--- src/rtl/processor_pkg.sv ---
// Shared types and constants for the processor control unit: state and
// opcode encodings, ALU select codes and the instruction field layout.
package processor_pkg;

  localparam int IR_W        = 16;
  localparam int OPC_W       = 4;
  localparam int REG_W       = 4;
  localparam int ADDR_W      = 8;

  // Field positions inside the 16-bit instruction word.
  localparam int OPC_LSB     = 12;
  localparam int RA_LSB      = 8;
  localparam int RB_LSB      = 4;
  localparam int RD_LSB      = 0;
  localparam int LD_ADDR_LSB = 4;
  localparam int ST_ADDR_LSB = 0;

  // ALU function codes driven on ALU_s0.
  localparam int ALU_ZERO    = 0;
  localparam int ALU_ADD     = 1;
  localparam int ALU_SUB     = 2;

  typedef enum logic [3:0] {
    S_INIT   = 4'd0,
    S_FETCH  = 4'd1,
    S_DECODE = 4'd2,
    S_NOOP   = 4'd3,
    S_LOAD_A = 4'd4,
    S_LOAD_B = 4'd5,
    S_STORE  = 4'd6,
    S_ADD    = 4'd7,
    S_SUB    = 4'd8,
    S_HALT   = 4'd9
  } state_t;

  typedef enum logic [OPC_W-1:0] {
    OP_NOOP  = 4'd0,
    OP_STORE = 4'd1,
    OP_LOAD  = 4'd2,
    OP_ADD   = 4'd3,
    OP_SUB   = 4'd4,
    OP_HALT  = 4'd5
  } opcode_t;

  // Execute state entered from Decode; unassigned opcodes run as NOOP.
  function automatic state_t exec_state(opcode_t op);
    case (op)
      OP_STORE: return S_STORE;
      OP_LOAD:  return S_LOAD_A;
      OP_ADD:   return S_ADD;
      OP_SUB:   return S_SUB;
      OP_HALT:  return S_HALT;
      default:  return S_NOOP;
    endcase
  endfunction

endpackage

--- src/rtl/ir_field_decode.sv ---
// Splits the instruction word into its opcode, register and address fields.
// Every field is extracted unconditionally; the controller picks which ones
// matter for the current state.
module ir_field_decode
  import processor_pkg::*;
(
  input  logic [IR_W-1:0]   ir,
  output opcode_t           opcode,
  output logic [REG_W-1:0]  ra,
  output logic [REG_W-1:0]  rb,
  output logic [REG_W-1:0]  rd,
  output logic [ADDR_W-1:0] load_addr,
  output logic [ADDR_W-1:0] store_addr
);

  assign opcode     = opcode_t'(ir[OPC_LSB +: OPC_W]);
  assign ra         = ir[RA_LSB +: REG_W];
  assign rb         = ir[RB_LSB +: REG_W];
  assign rd         = ir[RD_LSB +: REG_W];
  assign load_addr  = ir[LD_ADDR_LSB +: ADDR_W];
  assign store_addr = ir[ST_ADDR_LSB +: ADDR_W];

endmodule

--- src/rtl/processor_controller.sv ---
// Fetch/decode/execute sequencer for the 16-bit processor. The state is
// registered; all control strobes are decoded from the current state and
// the IR fields, so an asynchronous reset drops write strobes at once.
module processor_controller
  import processor_pkg::*;
#(
  parameter int ALU_SEL_W = 3
) (
  input  logic                 Clk,
  input  logic                 ResetN,
  input  logic [IR_W-1:0]      IR,
  output logic                 PC_Clr,
  output logic                 PC_Up,
  output logic                 IR_Ld,
  output logic [ADDR_W-1:0]    D_Addr,
  output logic                 D_Wr,
  output logic                 RF_s,
  output logic [REG_W-1:0]     RF_W_Addr,
  output logic                 RF_W_en,
  output logic [REG_W-1:0]     RF_Ra_Addr,
  output logic [REG_W-1:0]     RF_Rb_Addr,
  output logic [ALU_SEL_W-1:0] ALU_s0,
  output logic [3:0]           State,
  output logic [3:0]           NextState
);

  state_t             state_q;
  state_t             next_state;
  opcode_t            opcode;
  logic [REG_W-1:0]   ra, rb, rd;
  logic [ADDR_W-1:0]  load_addr, store_addr;

  ir_field_decode u_ir_field_decode (
    .ir         (IR),
    .opcode     (opcode),
    .ra         (ra),
    .rb         (rb),
    .rd         (rd),
    .load_addr  (load_addr),
    .store_addr (store_addr)
  );

  // State register; reset forces Init asynchronously.
  always_ff @(posedge Clk or negedge ResetN) begin
    // NOTE: sequential state uses non-blocking assignment so every flop
    // samples pre-edge values regardless of block ordering.
    if (!ResetN) state_q <= S_INIT;
    else         state_q <= next_state;
  end

  // Next-state function of the current state and the opcode only.
  always_comb begin
    // NOTE: a default before the case keeps every path assigned, so no
    // latch is inferred for undecoded states.
    next_state = S_INIT;
    case (state_q)
      S_INIT:   next_state = S_FETCH;
      S_FETCH:  next_state = S_DECODE;
      S_DECODE: next_state = exec_state(opcode);
      S_LOAD_A: next_state = S_LOAD_B;
      S_NOOP,
      S_LOAD_B,
      S_STORE,
      S_ADD,
      S_SUB:    next_state = S_FETCH;
      S_HALT:   next_state = S_HALT;
      default:  next_state = S_INIT;
    endcase
  end

  // Control strobe decode; anything not driven by a state stays 0.
  always_comb begin
    PC_Clr     = 1'b0;
    PC_Up      = 1'b0;
    IR_Ld      = 1'b0;
    D_Addr     = '0;
    D_Wr       = 1'b0;
    RF_s       = 1'b0;
    RF_W_Addr  = '0;
    RF_W_en    = 1'b0;
    RF_Ra_Addr = '0;
    RF_Rb_Addr = '0;
    ALU_s0     = ALU_SEL_W'(ALU_ZERO);
    case (state_q)
      S_INIT: PC_Clr = 1'b1;
      S_FETCH: begin
        IR_Ld = 1'b1;
        PC_Up = 1'b1;
      end
      S_DECODE: begin
        // Present read addresses early so register data settles before execute.
        RF_Ra_Addr = ra;
        RF_Rb_Addr = rb;
      end
      S_LOAD_A: begin
        D_Addr = load_addr;
        RF_s   = 1'b1;
      end
      S_LOAD_B: begin
        D_Addr    = load_addr;
        RF_s      = 1'b1;
        RF_W_Addr = rd;
        RF_W_en   = 1'b1;
      end
      S_STORE: begin
        D_Addr     = store_addr;
        RF_Ra_Addr = ra;
        D_Wr       = 1'b1;
      end
      S_ADD, S_SUB: begin
        RF_Ra_Addr = ra;
        RF_Rb_Addr = rb;
        ALU_s0     = (state_q == S_ADD) ? ALU_SEL_W'(ALU_ADD) : ALU_SEL_W'(ALU_SUB);
        RF_W_Addr  = rd;
        RF_W_en    = 1'b1;
      end
      default: ;
    endcase
  end

  assign State     = state_q;
  assign NextState = next_state;

endmodule
--- config.mk ---
export PLATFORM = sky130hd
export DESIGN_NAME = processor_controller
export DESIGN_NICKNAME = d
export VERILOG_FILES = /design/src/rtl/processor_pkg.sv /design/src/rtl/ir_field_decode.sv /design/src/rtl/processor_controller.sv
export SDC_FILE = /design/constraint.sdc
export NUM_CORES = 1
export LEC_CHECK = 0
export ABC_CLOCK_PERIOD_IN_PS = 1400
export BUFFER_PORTS_ARGS = -buffer_cell sky130_fd_sc_hd__buf_4
export CAP_MARGIN = 20
export CORE_MARGIN = 2
export CORE_UTILIZATION = 35
export CTS_CLUSTER_SIZE = 25
export DETAILED_ROUTE_END_ITERATION = 6
export HOLD_SLACK_MARGIN = 0.06
export PLACE_DENSITY_LB_ADDON = 0.05
export SYNTH_ARGS = -nofsm -noshare
export SYNTH_HDL_FRONTEND = slang
export SYNTH_SLANG_ARGS = --single-unit
--- constraint.sdc ---
create_clock -name Clk -period 1.4 [get_ports Clk]
set_clock_uncertainty 0.1 [all_clocks]
set_input_delay 0.14 -clock Clk [delete_from_list [all_inputs] [get_ports Clk]]
set_output_delay 0.14 -clock Clk [all_outputs]
set_load 0.005 [all_outputs]
## Word level (Yosys, flattened, before mapping)

Cells that the tools add are included.

| operators by class | value |
|---|---|
| equal/unequal tests | 14 |
| mux-type cells | 13 |
| reductions and logical operators | 7 |

Operator list:

| kind | count |
|---|---|
| case mux 4 bit (5 select lines) | 2 |
| equality test 4 x 3 -> 1 bit, second input constant | 6 |
| equality test 4 x 2 -> 1 bit, second input constant | 4 |
| case mux 8 bit (2 select lines) | 1 |
| 2-to-1 mux 4 bit | 3 |
| equality test 4 x 1 -> 1 bit, second input constant | 2 |
| equality test 4 bit, second input constant | 2 |
| OR reduction 3 bit | 2 |
| OR reduction 6 bit | 1 |
| 2-to-1 mux 1 bit | 5 |
| zero test 4 bit | 1 |
| 2-to-1 mux 2 bit | 2 |
| OR reduction 2 bit | 2 |
| OR reduction 4 bit | 1 |

| storage, ports and cells | value |
|---|---|
| register bits after elaboration | 4 |
| input bits | 18 |
| output and inout port bits | 37 |

## Logic depth before layout (Yosys ltp)

Gate-level depths: netlist of the first run.

| depth | value |
|---|---|
| depth after elaboration | 3 |
| depth in mapped cells | 5 |
| gate-level depth less buffers | 3 |

## Cells and area by module

A second synthesis of the first run with hierarchy kept.

| second synthesis, totals | value |
|---|---|
| cell total of the unflattened synthesis | 99 |
| area, all modules | 810.8 um2 |

By module, submodules not included:

| module | times used | cells each | area each (um2) | sequential area each (um2) |
|---|---|---|---|---|
| processor_controller | 1 | 67 | 570.5 | 100.1 |
| ir_field_decode | 1 | 32 | 240.2 | 0.0 |

## Least setup slack after synthesis of the first run

No wires, ideal clock.

| timing path | value |
|---|---|
| kind | flip-flop to output port |
| start point | register state_q[1], in the netlist State[1] |
| end point | output NextState[0] |
| arrival time | 1.176 ns |
| data required time | 1.160 ns |
| setup slack | -0.016 ns |
| cell stages (with the launch flop) | 4 |
| path buffers | 1 |
| cell sequence | dfrtp_1 -> buf_6 -> nor4b_2 -> and3b_1 |

| between the ends | value |
|---|---|
| longest elaborated chain between the ends | 3 |
| elaborated cells between the ends (all ways) | 12 |
| those cells by class | 9 x eq/ne; 1 x mux; 2 x reduce/logical |

Ends and longest elaborated chain:

| what | line | text |
|---|---|---|
| start: declaration | processor_controller.sv:27 | `state_t state_q;` |
| start signal: assignment | processor_controller.sv:48 | `else state_q <= next_state;` |
| equality test 4 x 3 -> 1 bit, or another cell as far along | processor_controller.sv:56 | `case (state_q)` |
| OR reduction 6 bit (no source line) | -- |  |
| case mux 4 bit (5 select lines) * | processor_controller.sv:56 |  |
| end: declaration | processor_controller.sv:24 | `output logic [3:0] NextState` |

Mark *: on every way between the ends. The rest lies on a longest branch, timed or not.

## Final worst setup path of the first run

| timing path | value |
|---|---|
| start point | register state_q[2], in the netlist State[2] |
| end point | output RF_Rb_Addr[0] |

| between the ends | value |
|---|---|
| longest elaborated chain between the ends | 3 |
| elaborated cells between the ends (all ways) | 5 |
| those cells by class | 3 x eq/ne; 1 x mux; 1 x reduce/logical |

Ends and longest elaborated chain:

| what | line | text |
|---|---|---|
| equality test 4 x 3 -> 1 bit, or another cell as far along | processor_controller.sv:84 | `case (state_q)` |
| OR reduction 3 bit (no source line) * | -- |  |
| 2-to-1 mux 4 bit * | processor_controller.sv:84 |  |
| end: declaration | processor_controller.sv:21 | `output logic [REG_W-1:0] RF_Rb_Addr,` |

Marked as above.

==> results of run 1 <==
## kinds of logic (layout without fill, tap and decap cells)
family / Yosys count / in the layout / share of synthesized area
other: 1 / 1 / 0.00657
xor gates and xnor gates: 1 / 1 / 0.0154
DFF: 4 / 4 / 0.175
and+or+nand+nor: 32 / 33 / 0.410
buffers and inverters: 9 / 87 / 0.127
AOI/OAI and AO/OA: 20 / 20 / 0.265
## layout make-up
class,instances,share of cell area
Clock buffer,3,0.0178
Inverter,1,0.00296
Multi-Input combinational cell,55,0.367
Sequential cell,4,0.0819
Tap cell,16,0.0158
Timing Repair Buffer,83,0.514
## synth_stat cells
cell type / n
nor2_1: 3
nor4_1: 1
nor4b_4: 1
xor2_1: 1
a21oi_1: 2
or3b_1: 1
o2111ai_1: 1
a21o_1: 1
and2_1: 4
nor2b_1: 11
inv_1: 1
nand4b_1: 1
a22o_1: 8
nand3b_1: 1
conb_1: 1
buf_6: 3
and3_1: 1
buf_2: 1
a221oi_1: 1
buf_4: 4
dfrtp_1: 4
nor4b_2: 1
a211oi_2: 1
a31oi_1: 1
nor2b_2: 1
o21ai_0: 4
o211ai_1: 1
and3b_1: 2
nand2b_1: 3
and2b_1: 1
## repair_timing
action / in CTS / in global routing
hold buffers: 1 / 0
endpoints found under the hold margin: 4 / 0
pin swaps: 8 / 5
cloned: 1 / 0
resized for setup: 17 / 6
setup endpoints to repair: 33 / 36
buffers inserted: 7 / 6
## critical path, cell delays in order (launching register included)
cell and delay (ps):
dfrtp_1 400, buf_4 160, nand2b_1 160, a31oi_1 350, nor2b_1 120, buf_4 150
## worst max path at each step
stage	endpoint	depth (start not counted)	slack [ps]
2_1_floorplan	RF_W_Addr[0]	4	10
4_1_cts	RF_Ra_Addr[1]	5	-340
5_1_grt	RF_Rb_Addr[0]	5	-500
6_report	RF_Rb_Addr[0]	5	-410
3_3_place_gp	NextState[2]	5	-120
3_5_place_dp	D_Addr[7]	4	-140
## layer usage
metal,up-vias,track usage,part of all wire
met3,6,0.0204,0.059
met5,-,0,0
met4,0,0.0848,0.019
met2,46,0.491,0.56
li1,401,-,-
met1,411,0.262,0.36
## power by group through the flow
stage | sequential [W] | combinational, W | clock (W)
2_1_floorplan | 0.000211 | 0.000495 | 0
3_3_place_gp | 0.000216 | 0.00102 | 0
3_5_place_dp | 0.000220 | 0.00105 | 0
4_1_cts | 0.000231 | 0.00123 | 0.000142
5_1_grt | 0.000243 | 0.00144 | 0.000155
6_report | 0.000240 | 0.00136 | 0.000150
## per-stage QoR
step	power [W]	TNS, ps	instance area [um2]	instances
final	0.00175	-11030	1270	162
after global placement	0.00124	-1910	1060	146
after floorplan	0.000707	0	579	67
after global routing	0.00184	-12660	1270	162
after detailed placement	0.00127	-2390	1060	146
after CTS	0.00160	-8930	1210	158
==> summary.md, run 1 <==
| Metric | Value |
|---|---|
| GRT Util Overall | 0.245 |
| Starting Density | 0.374 |
| Congestion Overflow GR | 0 |
| Area occupied by multi-input gates | about 470 um2 |
| First-pass GRT wire length | 3630 um |
| Clock Pin Slew Worst Setup and Hold Paths | ~40 ps |
| Mapped Cells | 67 |
| Number of global-route vias before repair | 842 |
| Proportion of layout cells with a drive suffix above 1 | 0.685 |
| Row Count | 14 |
| Vias | approximately 860 |
| Startpoint Class | flop |
| Sequential share of power | 0.137 |
| Worst slack at placement | -140 ps |
| Area Overhead vs Synth | 122% |
| Crit. Startpoint | State[2] |
| Final setup fails | 34 |
| GP Congestion | 0.740 |
| Power density cells | between 1000 and 1500 nW/um2 |
| Critical Path RT | around 1200 ps |
| Max reg flops | 4 |
| DP HPWL | between 1500 and 2000 um |
| Fin crit share | 1.29 |
| Final Hold Fails | 0 |
| Tmin final | approximately 1800 ps |
| Synthesis Warnings | 0 |
| Commonest non-fill, non-tap cell in the layout | buf_4 |
| Clk pwr share | 0.086 |
| Flop2flop setup slack | -320 ps |
| Pin count of the biggest net entering global routing | 10 |
| Sw frac | 0.382 |
| FF+latch count, synth | 4 |
| CTS tree | done |
| Worst Hold Class | in2async |
| Psw | 0.000670 W |
| Cell taking the most area after synthesis | dfrtp_1 |
| Sequential cell area | around 100 um2 |
| CTS Buffer Depth | 2 |
| Via density | between 5 and 6 |
| Post-synth top area share | 0.175 |
| Max Clk Rate | ~550 MHz |
| Final net count | approximately 170 |
| Failing checks | negative setup slack |
| Number of H-tree levels | 1 |
| Initial DRC count | 27 |
| DRT Pass-1 Iters | 4 |
| Root Driver | clkbuf_4 |
| Worst VDD drop | roughly 1100 uV |
| Setup crit end kind | output pin |
| Die footprint | just under 2000 um2 |
| Die X | around 44 um |
| Reg2reg start | State[1] |
| Post-synthesis sequential area ratio | 0.175 |
| ANT nets after route | 0 |
| Power Internal | approximately 0.0011 W |
| R2r endpoint | State[2] |
| Antenna violations before repair | 0 |
| Fin util | 0.832 |
| Ant. Diodes | 0 |
| WHS | roughly 170 ps |
| Max-slew violation count | 0 |
| Die Y | between 40 and 50 um |
| Fill cells | between 90 and 100 |
| LEAKAGE | 0.667 nW |
| Mapped Area | roughly 570 um2 |
| Clock Latency Late Sink | around 230 ps |
| Kind of critical path | reg2out |
| WL final | ~2600 um |
| Max-cap violations | 0 |
| CORE AREA | about 1500 um2 |
| DR DRC count | 0 |
| Comb pwr share | 0.778 |
| Syn_nets | 85 |
| Area contributors post-synth | dfrtp_1 (18%), a22o_1 (12%), nor2b_1 (12%) |
| Worst path arrival time | about 1600 ps |
| TritonCTS Buffers | 3 |
| IO Port Bufs | 53 |
| Sink Count | 4 |
| Routed length per instance | around 16 um |
| RSZ-0062 raised after global routing | true |
| Commonest cells after routing, fill and taps aside | buf_4 (75), nor2b_1 (9), a22o_1 (8) |
| Syn_area_per_cell | between 8 and 9 um2 |
| R2r worst-path depth | 8 |
| Synth cell types | 30 |
| Final Worst Setup Slack | -413 ps |
| CP Max Fanout | 4 |
| I/O pins | 55 |
| Status | finished, violations left |
(Power assumes the default switching activity.)
==> run 2: changes to the inputs <==
- CORE_ASPECT_RATIO: not set -> 0.8
==> run 2 against run 1 <==
The flow still finishes with violations (negative setup slack). Largest power group unchanged. Clock power rose by 7%. Critical path depth is the same. Global-route usage grew 4.0 points. Sequential power hardly changed. Largest cell class unchanged. Wire length is 21% higher. Die area hardly changed.
==> summary.md, run 2 (synthesized netlist as in run 1, its figures left out) <==
| Metric | Value |
|---|---|
| Fin crit share | 1.30 |
| Vias | around 940 |
| TritonCTS Buffers | 3 |
| Die X | 49.1 um |
| GP Congestion | ~0.74 |
| Clock Pin Slew Worst Setup and Hold Paths | about 40 ps |
| Worst path bufs/invs | 3 |
| First-pass GRT wire length | ~4000 um |
| Max-cap violations | 0 |
| Fin util | 0.887 |
| Die Y | 40.1 um |
| DR DRC count | 0 |
| Antenna violations before repair | 0 |
| Pin count of the biggest net entering global routing | 7 |
| Max Clk Rate | roughly 550 MHz |
| WL final | roughly 3200 um |
| DP HPWL | ~1600 um |
| Sink Count | 4 |
| Met2 usage | 0.473 |
| Final Hold Fails | 0 |
| Worst slack at placement | -227 ps |
| Worst Hold Class | in2async |
| RSZ-0062 raised after global routing | true |
| Startpoint Class | flop |
| Die footprint | roughly 2000 um2 |
| Commonest cells after routing, fill and taps aside | buf_4 (62), buf_6 (21), a22o_1 (8), nor2b_1 (8) |
| Crit-path slowest cell | dfrtp_2 |
| Status | finished, violations left |
| Worst path arrival time | about 1600 ps |
| Met3 Usage GRT | 0.0634 |
| Area Overhead vs Synth | 145% |
| IO Port Bufs | 53 |
| Setup tns final | -11120 ps |
| Via density | between 5 and 6 |
| CP Max Fanout | 6 |
| Number of global-route vias before repair | 785 |
| Power density cells | around 1400 nW/um2 |
| Congestion Overflow GR | 0 |
| GR peak layer | met2 |
| Final setup fails | 35 |
| Kind of critical path | reg2out |
| Critical Path RT | around 1200 ps |
| Initial DRC count | 69 |
| CP dominant cell by count | buf_4 |
| Tmin final | between 1500 and 2000 ps |
| Setup crit end kind | output pin |
| DRT Pass-1 Iters | 4 |
| Crit-path leading delay family | flip-flops |
| CTS tree | done |
| Row Count | 13 |
| Clock Latency Late Sink | about 250 ps |
| Worst VDD drop | roughly 1300 uV |
| GRT Util Overall | 0.286 |
| CP max stage delay | 440 ps |
| Ant. Diodes | 0 |
| Final Worst Setup Slack | -414 ps |
| CP Cell Sequence | buf_4 -> buf_6 -> and3b_2 -> a22o_1 -> buf_4 |
| Routed length per instance | approximately 19 um |
| Proportion of layout cells with a drive suffix above 1 | 0.765 |
| LEAKAGE | between 0.6 and 0.7 nW |
| Starting Density | 0.362 |
| CORE AREA | 1580 um2 |
| M1 GR Usage | 0.368 |
| WHS | about 120 ps |
| CTS Buffer Depth | 2 |
| Number of H-tree levels | 1 |
| Commonest non-fill, non-tap cell in the layout | buf_4 |
| Max reg flops | 4 |
| Max-slew violation count | 0 |
| Root Driver | clkbuf_4 |
| Final net count | 169 |
| I/O pins | 55 |
| ANT nets after route | 0 |
| Failing checks | negative setup slack |
[run 2: layout make-up]
| class | count | area (um2) |
|---|---|---|
| Tap cell | 22 | 27.5 |
| Multi-Input combinational cell | 56 | 523 |
| Timing Repair Buffer | 85 | 717 |
| Fill cell | 71 | 179 |
| Inverter | 1 | 3.75 |
| Clock buffer | 3 | 22.5 |
| Sequential cell | 4 | 105 |
[run 2: final timing paths]
kind,startpoint,endpoint,slack (ps),cells past startpoint
max in group asynchronous,ResetN,State[2],950,2
worst max register to register,State[0],State[3],-250,8
worst min-delay path,ResetN,State[1],120,2
worst min register to register,State[2],State[0],780,3
min in group Clk,IR[12],State[0],220,3
worst max-delay path,State[0],D_Addr[2],-410,5
[run 2: where the power goes]
group | total (W) | switching, W | internal, W | leakage (nW)
Sequential | 0.000242 | 0.0000823 | 0.000160 | 0.0452
Clock | 0.000160 | 0.0000635 | 0.0000970 | 0.0138
Combinational | 0.00157 | 0.000647 | 0.000923 | 0.632
[run 2: through the flow]
step | std cells | area [um2] | power (W)
floorplan | 67 | 579 | 0.000707
global placement | 151 | 1060 | 0.00127
detailed placement | 151 | 1060 | 0.00129
CTS | 166 | 1300 | 0.00176
global route | 171 | 1400 | 0.00205
finish | 171 | 1400 | 0.00197
[run 2: layer usage]
layer / wire, um / up-vias
met5: 0 / -
met4: 78 / 0
met3: 302 / 15
met2: 1540 / 70
met1: 1250 / 441
li1: - / 411
[run 2: what timing repair did]
item	4_1_cts	5_1_grt
hold buffers	1	0
hold endpoints to repair	4	0
pin swaps	8	10
buffers inserted	9	7
setup endpoints to repair	35	35
cloned	3	0
gates resized for setup	34	19
==> run 3: changes to the inputs <==
- ABC_CLOCK_PERIOD_IN_PS: 1400 -> not set
- RECOVER_POWER: not set -> 25
==> run 3 against run 2 <==
The flow still finishes with violations (negative setup slack). Via count grew 0.11%. First-iteration DRC count is the same. Die area is the same. Sequential power is essentially flat. Wire length shrank 0.13%. Fmax is the same. Utilization shrank 0.24 points. Global-route usage is the same. Sequential cell count is the same. Power is essentially flat. Clock power is essentially flat. Critical path type unchanged. Critical endpoint unchanged. Highest routed layer unchanged.
==> summary.md, run 3 (synthesized netlist as in run 1, its figures left out) <==
| Metric | Value |
|---|---|
| Placed Area | around 1100 um2 |
| Max reg flops | 4 |
| Failing checks | negative setup slack |
| Clk pwr share | 0.081 |
| Initial DRC count | 69 |
| Vias | between 900 and 1000 |
| Psw | just under 0.0008 W |
| Kind of critical path | reg2out |
| Proportion of layout cells with a drive suffix above 1 | 0.758 |
| CTS Buffer Depth | 2 |
| Die Y | 40.1 um |
| Pin count of the biggest net entering global routing | 7 |
| Row Count | 13 |
| Setup tns final | -11110 ps |
| Final net count | between 150 and 200 |
| CP Max Fanout | 6 |
| ANT nets after route | 0 |
| DR DRC count | 0 |
| Fin area | about 1400 um2 |
| Tmin final | ~1800 ps |
| Comb pwr share | 0.796 |
| Max-cap violations | 0 |
| Max-slew violation count | 0 |
| GRT Util Overall | 0.286 |
| DP HPWL | between 1500 and 2000 um |
| Worst path arrival time | 1570 ps |
| Commonest cells after routing, fill and taps aside | buf_4 (61), buf_6 (21), a22o_1 (8), nor2b_1 (8) |
| Startpoint Class | flop |
| Die X | ~49 um |
| Max Clk Rate | 551 MHz |
| Root Driver | clkbuf_4 |
| Number of H-tree levels | 1 |
| IO Port Bufs | 53 |
| Antenna violations before repair | 0 |
| Area Overhead vs Synth | 145% |
| Power density cells | roughly 1400 nW/um2 |
| RSZ-0062 raised after global routing | true |
| Commonest non-fill, non-tap cell in the layout | buf_4 |
| Worst VDD drop | about 1300 uV |
| Clock Latency Late Sink | 250 ps |
| First-pass GRT wire length | between 4000 and 5000 um |
| TritonCTS Buffers | 3 |
| Sequential share of power | 0.123 |
| Clock Pin Slew Worst Setup and Hold Paths | approximately 40 ps |
| Routed length per instance | roughly 18 um |
| Fin crit share | 1.30 |
| I/O pins | between 50 and 60 |
| Final setup fails | 35 |
| Worst slack at placement | -227 ps |
| WL final | ~3200 um |
| Final Worst Setup Slack | -414 ps |
| Power Internal | about 0.0012 W |
| Status | finished, violations left |
| Number of global-route vias before repair | 785 |
| DRT Pass-1 Iters | 4 |
| CORE AREA | 1580 um2 |
| LEAKAGE | about 0.69 nW |
| Worst Hold Class | in2async |
| GP Congestion | 0.742 |
| Setup crit end kind | output pin |
| Congestion Overflow GR | 0 |
| Sink Count | 4 |
| Starting Density | 0.362 |
| Die footprint | approximately 2000 um2 |
| Via density | between 5 and 6 |
| Ant. Diodes | 0 |
| CTS tree | done |
| Critical Path RT | 1160 ps |
| Final Hold Fails | 0 |
| Fill cells | 73 |
| Sw frac | 0.402 |
run 3: cell types whose count changed in the layout (fill, tap and decap cells not counted), sizes merged:
cell    delta
buf        -1
clkbuf     +1
run 3: power by group through the flow:
stage	combinational [W]	clock, W	sequential, W
2_1_floorplan	0.000495	0	0.000211
3_3_place_gp	0.00105	0	0.000218
3_5_place_dp	0.00107	0	0.000221
4_1_cts	0.00137	0.000161	0.000234
5_1_grt	0.00164	0.000167	0.000244
6_report	0.00157	0.000160	0.000242
run 3: final timing paths:
check                           depth (start not counted)        end  slack, ps     start
min in group Clk                                        3   State[0]        220    IR[12]
worst min-delay path                                    2   State[1]        170    ResetN
worst max register to register                          8   State[3]       -250  State[0]
max in group asynchronous                               2   State[2]        780    ResetN
worst min register to register                          3   State[0]        780  State[2]
worst max-delay path                                    5  D_Addr[2]       -410  State[0]
run 3: area by class of cell:
class	instances	area [um2]	area share
sequential	4	105	0.0753
multi-input combinational	56	523	0.375
timing repair buffer	85	713	0.511
clock buffer	3	22.5	0.0161
tap	22	27.5	0.0197
inverter	1	3.75	0.00269
run 3: per-layer routing:
metal	GRT usage	part of all wire
met4	0.121	0.025
met1	0.368	0.39
met3	0.0634	0.095
met2	0.473	0.49
met5	0	0
run 3: what timing repair did:
item	in CTS	in global routing
endpoints found under the setup margin	35	35
buffers inserted	9	7
pin swaps	8	10
resized for setup	34	19
hold buffers	1	0
cloned	3	0
endpoints found under the hold margin	4	0
run 3: worst max-delay path, cell delays in order, from the launching register on:
cell and delay [ps]:
dfrtp_2 440, buf_4 150, buf_6 130, and3b_2 310, a22o_1 170, buf_4 120
run 3: metrics by stage:
step                power (W)  hold slack, ps  cells   util
floorplan            0.000707            -256     67      -
global placement      0.00127            -158    151  0.674
detailed placement    0.00129            -156    151  0.674
CTS                   0.00176             120    166  0.822
global route          0.00205             194    171  0.884
finish                0.00197             173    171  0.884
